[config.mk]
export PLATFORM = sky130hd
export DESIGN_NAME = mat_a_reader
export DESIGN_NICKNAME = d
export VERILOG_FILES = /design/src/rtl/mat_a_reader.sv
export SDC_FILE = /design/constraint.sdc
export NUM_CORES = 1
export LEC_CHECK = 0
export CAP_MARGIN = 25
export CORE_UTILIZATION = 54
export DETAILED_ROUTE_END_ITERATION = 12
export GPL_TIMING_DRIVEN = 0
export PLACE_DENSITY = 0.75
export SLEW_MARGIN = 40
export SYNTH_ARGS = -nofsm -noshare
export SYNTH_HDL_FRONTEND = slang
export SYNTH_SLANG_ARGS = --single-unit
[constraint.sdc]
create_clock -name clk -period 6.86 [get_ports clk]
set_clock_uncertainty 0.1 [all_clocks]
set_input_delay 1.372 -clock clk [delete_from_list [all_inputs] [get_ports clk]]
set_output_delay 1.372 -clock clk [all_outputs]
set_load 0.05 [all_outputs]
[src/rtl/mat_a_reader.sv]
`default_nettype none
// ============================================================================
// Module      : mat_a_reader
// Description : Reads an N x P matrix from a synchronous-read memory in
//               address order and streams it out as (data,row,col,last)
//               over a valid/ready interface through a 2-entry FIFO.
// Revision    : 1.0 - initial release
// ============================================================================
module mat_a_reader #(
   parameter int N  = 2,
   parameter int P  = 4,
   parameter int AW = 8,
   parameter int DW = 32
) (
   input  logic          clk,
   input  logic          reset,
   input  logic          wr_done,
   input  logic          start,
   output logic [AW-1:0] addrb,
   input  logic [DW-1:0] doutb,
   output logic [DW-1:0] elem_data,
   output logic [7:0]    elem_row,
   output logic [7:0]    elem_col,
   output logic          elem_valid,
   input  logic          elem_ready,
   output logic          elem_last,
   output logic          busy,
   output logic          rd_done
);

   localparam int         E        = N * P;
   localparam logic [7:0] LAST_IDX = 8'(E - 1);
   localparam logic [7:0] LAST_COL = 8'(P - 1);

   typedef enum logic [1:0] {IDLE, FETCH, DRAIN, DONE} state_t;

   state_t        state;
   state_t        state_nxt;

   // issue side: index/row/col of the next address to be issued
   logic [7:0]    issue_idx;
   logic [7:0]    issue_row;
   logic [7:0]    issue_col;
   logic          issue;
   logic          restart;

   // one read in flight: tags travel alongside the memory latency
   logic          fl_valid;
   logic [7:0]    fl_row;
   logic [7:0]    fl_col;
   logic          fl_last;

   // 2-entry output FIFO
   logic [DW-1:0] fifo_data [2];
   logic [7:0]    fifo_row  [2];
   logic [7:0]    fifo_col  [2];
   logic          fifo_last [2];
   logic          wr_ptr;
   logic          rd_ptr;
   logic [1:0]    count;

   logic          push;
   logic          pop;
   logic [2:0]    committed;

   assign pop  = elem_valid & elem_ready;
   assign push = fl_valid;

   // Slots already spoken for once this cycle's pop retires: buffered plus
   // in flight. Crediting the pop keeps one element per cycle with ready
   // high while still never exceeding two buffered-plus-outstanding.
   assign committed = {1'b0, count} - {2'b00, pop} + {2'b00, fl_valid};

   // State register
   always_ff @(posedge clk or posedge reset) begin
      if (reset) state <= IDLE;
      else       state <= state_nxt;
   end

   // Next-state logic and issue decision
   always_comb begin
      state_nxt = state;
      issue     = 1'b0;
      restart   = 1'b0;
      case (state)
         IDLE: begin
            if (start && wr_done) begin
               state_nxt = FETCH;
               restart   = 1'b1;
            end
         end
         FETCH: begin
            if (committed < 3'd2) begin
               issue = 1'b1;
               if (issue_idx == LAST_IDX) state_nxt = DRAIN;
            end
         end
         DRAIN: begin
            if (pop && elem_last) state_nxt = DONE;
         end
         DONE: begin
            if (start && wr_done) begin
               state_nxt = FETCH;
               restart   = 1'b1;
            end
         end
         default: state_nxt = IDLE;
      endcase
   end

   // Address generation; addrb holds its last value between issues
   always_ff @(posedge clk or posedge reset) begin
      if (reset) begin
         addrb     <= '0;
         issue_idx <= '0;
         issue_row <= '0;
         issue_col <= '0;
      end else if (restart) begin
         issue_idx <= '0;
         issue_row <= '0;
         issue_col <= '0;
      end else if (issue) begin
         addrb     <= AW'(issue_idx);
         issue_idx <= issue_idx + 8'd1;
         if (issue_col == LAST_COL) begin
            issue_col <= '0;
            issue_row <= issue_row + 8'd1;
         end else begin
            issue_col <= issue_col + 8'd1;
         end
      end
   end

   // Tag pipeline matching the one-cycle memory read latency
   always_ff @(posedge clk or posedge reset) begin
      if (reset) begin
         fl_valid <= 1'b0;
         fl_row   <= '0;
         fl_col   <= '0;
         fl_last  <= 1'b0;
      end else begin
         fl_valid <= issue;
         fl_row   <= issue_row;
         fl_col   <= issue_col;
         fl_last  <= (issue_idx == LAST_IDX);
      end
   end

   // Output FIFO: capture returning read data, retire on transfer
   always_ff @(posedge clk or posedge reset) begin
      if (reset) begin
         for (int i = 0; i < 2; i++) begin
            fifo_data[i] <= '0;
            fifo_row[i]  <= '0;
            fifo_col[i]  <= '0;
            fifo_last[i] <= 1'b0;
         end
         wr_ptr <= 1'b0;
         rd_ptr <= 1'b0;
         count  <= '0;
      end else begin
         if (push) begin
            fifo_data[wr_ptr] <= doutb;
            fifo_row[wr_ptr]  <= fl_row;
            fifo_col[wr_ptr]  <= fl_col;
            fifo_last[wr_ptr] <= fl_last;
            wr_ptr            <= ~wr_ptr;
         end
         if (pop) rd_ptr <= ~rd_ptr;
         case ({push, pop})
            2'b10:   count <= count + 2'd1;
            2'b01:   count <= count - 2'd1;
            default: count <= count;
         endcase
      end
   end

   // Stream presents the FIFO head; fields read zero while empty
   always_comb begin
      elem_valid = (count != 2'd0);
      elem_data  = elem_valid ? fifo_data[rd_ptr] : '0;
      elem_row   = elem_valid ? fifo_row[rd_ptr]  : '0;
      elem_col   = elem_valid ? fifo_col[rd_ptr]  : '0;
      elem_last  = elem_valid & fifo_last[rd_ptr];
      busy       = (state == FETCH) || (state == DRAIN);
      rd_done    = (state == DONE);
   end

endmodule
`default_nettype wire

Word level (Yosys, flattened, before mapping). Cells that the tools add are included.

Register bits after elaboration: 154. Latch bits: 0. RAM bits: 0. ROM bits: 0. Output and inout port bits: 60. Word-level logic and storage cells: 105. Memories kept: 0.

Add/subtract/negate cells: 7. Multiply operators: 0. Div/mod/pow operators: 0. Magnitude comparators: 4. Eq/ne operators: 11. Shift operators: 0. Mux-type cells: 43. Bitwise operators: 7. Reductions and logical operators: 13.

Operator list (count): 2-to-1 mux 32 bit (5); 2-to-1 mux 8 bit (17); bitwise mux 64 bit (1); bitwise mux 16 bit (2); demux 32 bit (select 1 bit) (1); adder 8 x 1 -> 8 bit, second input constant (3); demux 8 bit (select 1 bit) (1); equality test 8 x 2 -> 1 bit, second input constant (1); equality test 8 x 3 -> 1 bit, second input constant (1); 2-to-1 mux 1 bit (8); 2-to-1 mux 2 bit (4); nonzero test 2 bit (4); equality test 2 bit, second input constant (3); != test 2 bit, second input constant (3); case mux 2 bit (3 select lines) (1); equality test 2 x 1 -> 1 bit, second input constant (2); greater-or-equal comparator 2 bit, second input constant (2); NOT 1 -> 2 bit (2); case mux 2 bit (2 select lines) (1); AND reduction 2 bit (2); AND reduction 4 bit (1); adder 3 x 1 -> 3 bit (1); logical AND 1 bit (3); < comparator 3 x 2 -> 1 bit, second input constant (1); other kinds (12) (15).

Logic depth before layout (Yosys ltp).
Depth in word-level cells: 9. Depth in mapped cells: 11. Gate-level depth less buffers: 10.

Worst setup path after synthesis. Ideal clock, no wire load.

Path kind: input to register. Start: input port elem_ready. End: register addrb[0]. Arrival time: 3367 ps. Required time: 6635 ps. Path slack: 3268 ps. Cell stages on the path: 10. Path buffers: 1. Cell sequence: nand2_1 nor2_1 a21oi_1 nand2b_1 fa_1 xor2_2 or2_2 buf_2 nor2_4 mux2_2.

Cells in the longest elaborated chain, start to end: 7.

Ends and longest elaborated chain: start: declaration (line 25) `input logic elem_ready,`; AND 1 bit (line 66) `assign pop = elem_valid & elem_ready;`; subtractor 2 x 1 -> 3 bit (line 72) `assign committed = {1'b0, count} - {2'b00, pop} + {2'b00, fl_valid};`; adder 3 x 1 -> 3 bit (line 72); < comparator 3 x 2 -> 1 bit (line 93) `if (committed < 3'd2) begin`; 2-to-1 mux 1 bit (line 93); 2-to-1 mux 1 bit (line 85) `case (state)`; AND reduction 2 bit (no source line); end signal: assignment (line 123) `addrb <= AW'(issue_idx);`; end: declaration (line 19) `output logic [AW-1:0] addrb,`.

No other way between the ends. A chain may end at the register's enable or synchronous reset.

Worst setup path in the final report.
Start: register rd_ptr. End: output port elem_data[17].

Cells in the longest elaborated chain, start to end: 5.

Ends and longest elaborated chain: start: declaration (line 59) `logic rd_ptr;`; start signal: assignment (line 169) `if (pop) rd_ptr <= ~rd_ptr;`; NOT 1 -> 2 bit (implied by the code) (line 181) `elem_data = elem_valid ? fifo_data[rd_ptr] : '0;`; 2-to-1 mux 32 bit (implied by the code) (3 in a row) (line 181); 2-to-1 mux 32 bit (line 181); end: declaration (line 21) `output logic [DW-1:0] elem_data,`.

No other way between the ends. The select of a mux whose other input is x is not followed.

==> summary.md <==
| Metric | Value |
|---|---|
| DRC violations left | 0 |
| Total power | 0.00386 W |
| RSZ-0062 raised after global routing | false |
| Gpl congestion | ~0.78 |
| Wirelength, routed | ~14 mm |
| # rows | 40 |
| Max-slew headroom | 48.4% |
| Leakage | 3.88 nW |
| First drt pass iteration count | 4 |
| Clk buf depth | 2 |
| CP Max Fanout | 10 |
| Layout cell share with drive strength beyond 1 | 22.7% |
| Most frequent cells in the layout | dfrtp_1, mux2_2, clkdlybuf4s50_1 |
| Root Buffer | clkbuf_16 |
| Tmin final | 4.25 ns |
| WS Path Type | reg2out |
| Post-route ant nets | 0 |
| Type of origin of the critical path | register |
| Die height | between 100 and 150 um |
| Commonest non-fill, non-tap cell in the layout | dfrtp_1 |
| Synth Area per Inst | ~13 um^2 |
| Htree depth | 4 |
| Non-filler cells, final | between 800 and 900 |
| Crit end category | output pin |
| Crit path DAT | between 2 and 3 ns |
| Worst-Skew Late Latency | 0.41 ns |
| Initial Util | 55.9% |
| Cell count after synthesis | 525 |
| Min-delay worst type | reg2reg |
| Largest net degree at the start of global routing | 64 |
| Synthesized area | 0.00677 mm^2 |
| Setup TNS | 0 ns |
| Routed via count | roughly 4400 |
| ANT cells | 0 |
| Die span in x | ~110 um |
| Cts repair resizes | 0 |
| Synth Flop Type | dfrtp_1 |
| Sequential fraction of the synthesis area | 56.9% |
| Via density | 5.32 |
| Number of synthesis warnings | 0 |
| Initial antenna violation count | 0 |
| CTS Buf Count | 17 |
| Placed cell count | 791 |
| F_max | 235 MHz |
| Status | completed |
| I/O Buffers | 96 |
| Async S/R FF share, synth | 100% |
| Post-CTS Setup Repair Bufs | 0 |
| Final Cycle Share | between 60% and 70% |
| Final setup fails | 0 |
| CTS tree | built |
| Number of global-route vias before repair | 4586 |
| Actual slew at the worst max-slew pin | 0.774 ns |
| PwrDens | about 450 mW/mm^2 |
| DIE AREA | 0.0130 mm^2 |
| Number of synthesized flops with an enable pin | 0 |
| Final Hold Viols | 0 |
| Core Footprint | 0.0121 mm^2 |
| CTS Hold Bufs | 0 |
| DR WL/cell | ~17 um |
| GRT overflow | 0 |
| Clock-pin slew on the worst setup and hold paths | around 0.060 ns |
| Distinct cells, synth | 39 |
| # Max-Cap Violations | 0 |
| IO Pins | 97 |
| Slew Viols, Final | 0 |
| Peak VDD IR | roughly 250 uV |
| # nets final | 687 |
| Detailed Route Iter0 Violations | 208 |
| Clock Sinks | between 150 and 200 |
| Hpwl dp | about 9.4 mm |
| Synthesized Nets | 570 |
| Register bit total from synthesis | ~150 |
| GRT Overall Usage | 22.9% |
| First-pass GRT wire length | 22.6 mm |
| Area growth syn-to-layout | 26.2% |
| CP required | ~5.4 ns |
[cells in the mapped netlist (5+ instances only)]
cell,number,area [um^2]
inv_1,10,37.5
nor4_1,6,37.5
o21ai_0,5,25.0
mux2i_1,52,521
nor2_1,66,248
clkbuf_1,20,75.1
nand2_1,16,60.1
dfrtp_1,154,3850
ha_1,7,87.6
buf_2,8,40.0
xnor2_1,12,105
nand3_1,8,40.0
mux2_2,105,1180
a21oi_1,14,70.1
[per-stage QoR]
stage	area (um^2)	utilization (%)	setup slack (ns)	hold slack, ns
2_1_floorplan	6770	-	1.24	0.267
3_3_place_gp	7940	65.6	-0.624	0.283
3_5_place_dp	8010	66.1	2.49	0.293
4_1_cts	8550	70.6	2.50	0.305
5_1_grt	8550	70.6	2.45	0.320
6_report	8550	70.6	2.61	0.302
[worst max-delay path, cell delays in order, from the launching register on]
cell	delay [ns]
dfrtp_1	0.32
clkbuf_1	0.23
buf_2	0.36
buf_2	0.38
mux2i_1	0.13
nor2_1	0.11
clkdlybuf4s50_1	0.81
[path summary, 6_finish.rpt]
kind / startpoint / endpoint / slack (ns) / depth (start not counted)
max: rd_ptr / elem_data[17] / 2.61 / 6
min: issue_row[7] / fl_row[7] / 0.30 / 0
max reg2reg: count[1] / addrb[4] / 3.78 / 10
min reg2reg: issue_row[7] / fl_row[7] / 0.30 / 0
max in group asynchronous: reset / fifo_col[11] / 4.83 / 3
min in group asynchronous: reset / fifo_data[19] / 1.25 / 2
[logic make-up after synthesis]
logic type / Yosys count / synth area share (%)
muxes: 158 / 25.3
DFF: 154 / 56.9
and+or+nand+nor: 125 / 9.22
buffers and inverters: 38 / 2.25
AOI/OAI and AO/OA: 26 / 2.53
xor gates and xnor gates: 16 / 2.18
adders and majority gates: 8 / 1.59
[sequential cells by signal, summed over array words and instances, names as in the netlist]
signal,count
fifo_data,64
fifo_col,16
fifo_row,16
addrb,8
fl_col,8
fl_row,8
issue_col,8
issue_idx,8
issue_row,8
count,2
fifo_last,2
state,2
fl_last,1
fl_valid,1
rd_ptr,1
wr_ptr,1
[where the power goes]
part	internal (W)	switching, W
Sequential	0.00118	0.000158
Clock	0.000533	0.000328
Combinational	0.000685	0.000978
Total	0.00240	0.00146
[layout make-up]
cell class,count,area [um^2]
multi-input combinational,333,2770
tap,168,210
clock buffer,28,507
inverter,10,45.0
buffer,28,116
sequential,154,3850
timing repair buffer,98,1020
clock inverter,2,35.0
fill,887,3560
[layer usage]
| layer | GRT usage (%) | vias to the layer above | part of all wire (%) |
|---|---|---|---|
| met5 | 0 | - | 0 |
| met4 | 8.05 | 0 | 1.5 |
| met3 | 4.25 | 15 | 3.4 |
| met2 | 38.7 | 92 | 50 |
| met1 | 29.7 | 2191 | 45 |
| li1 | - | 2068 | - |
Power figures use the tool's default switching activity.
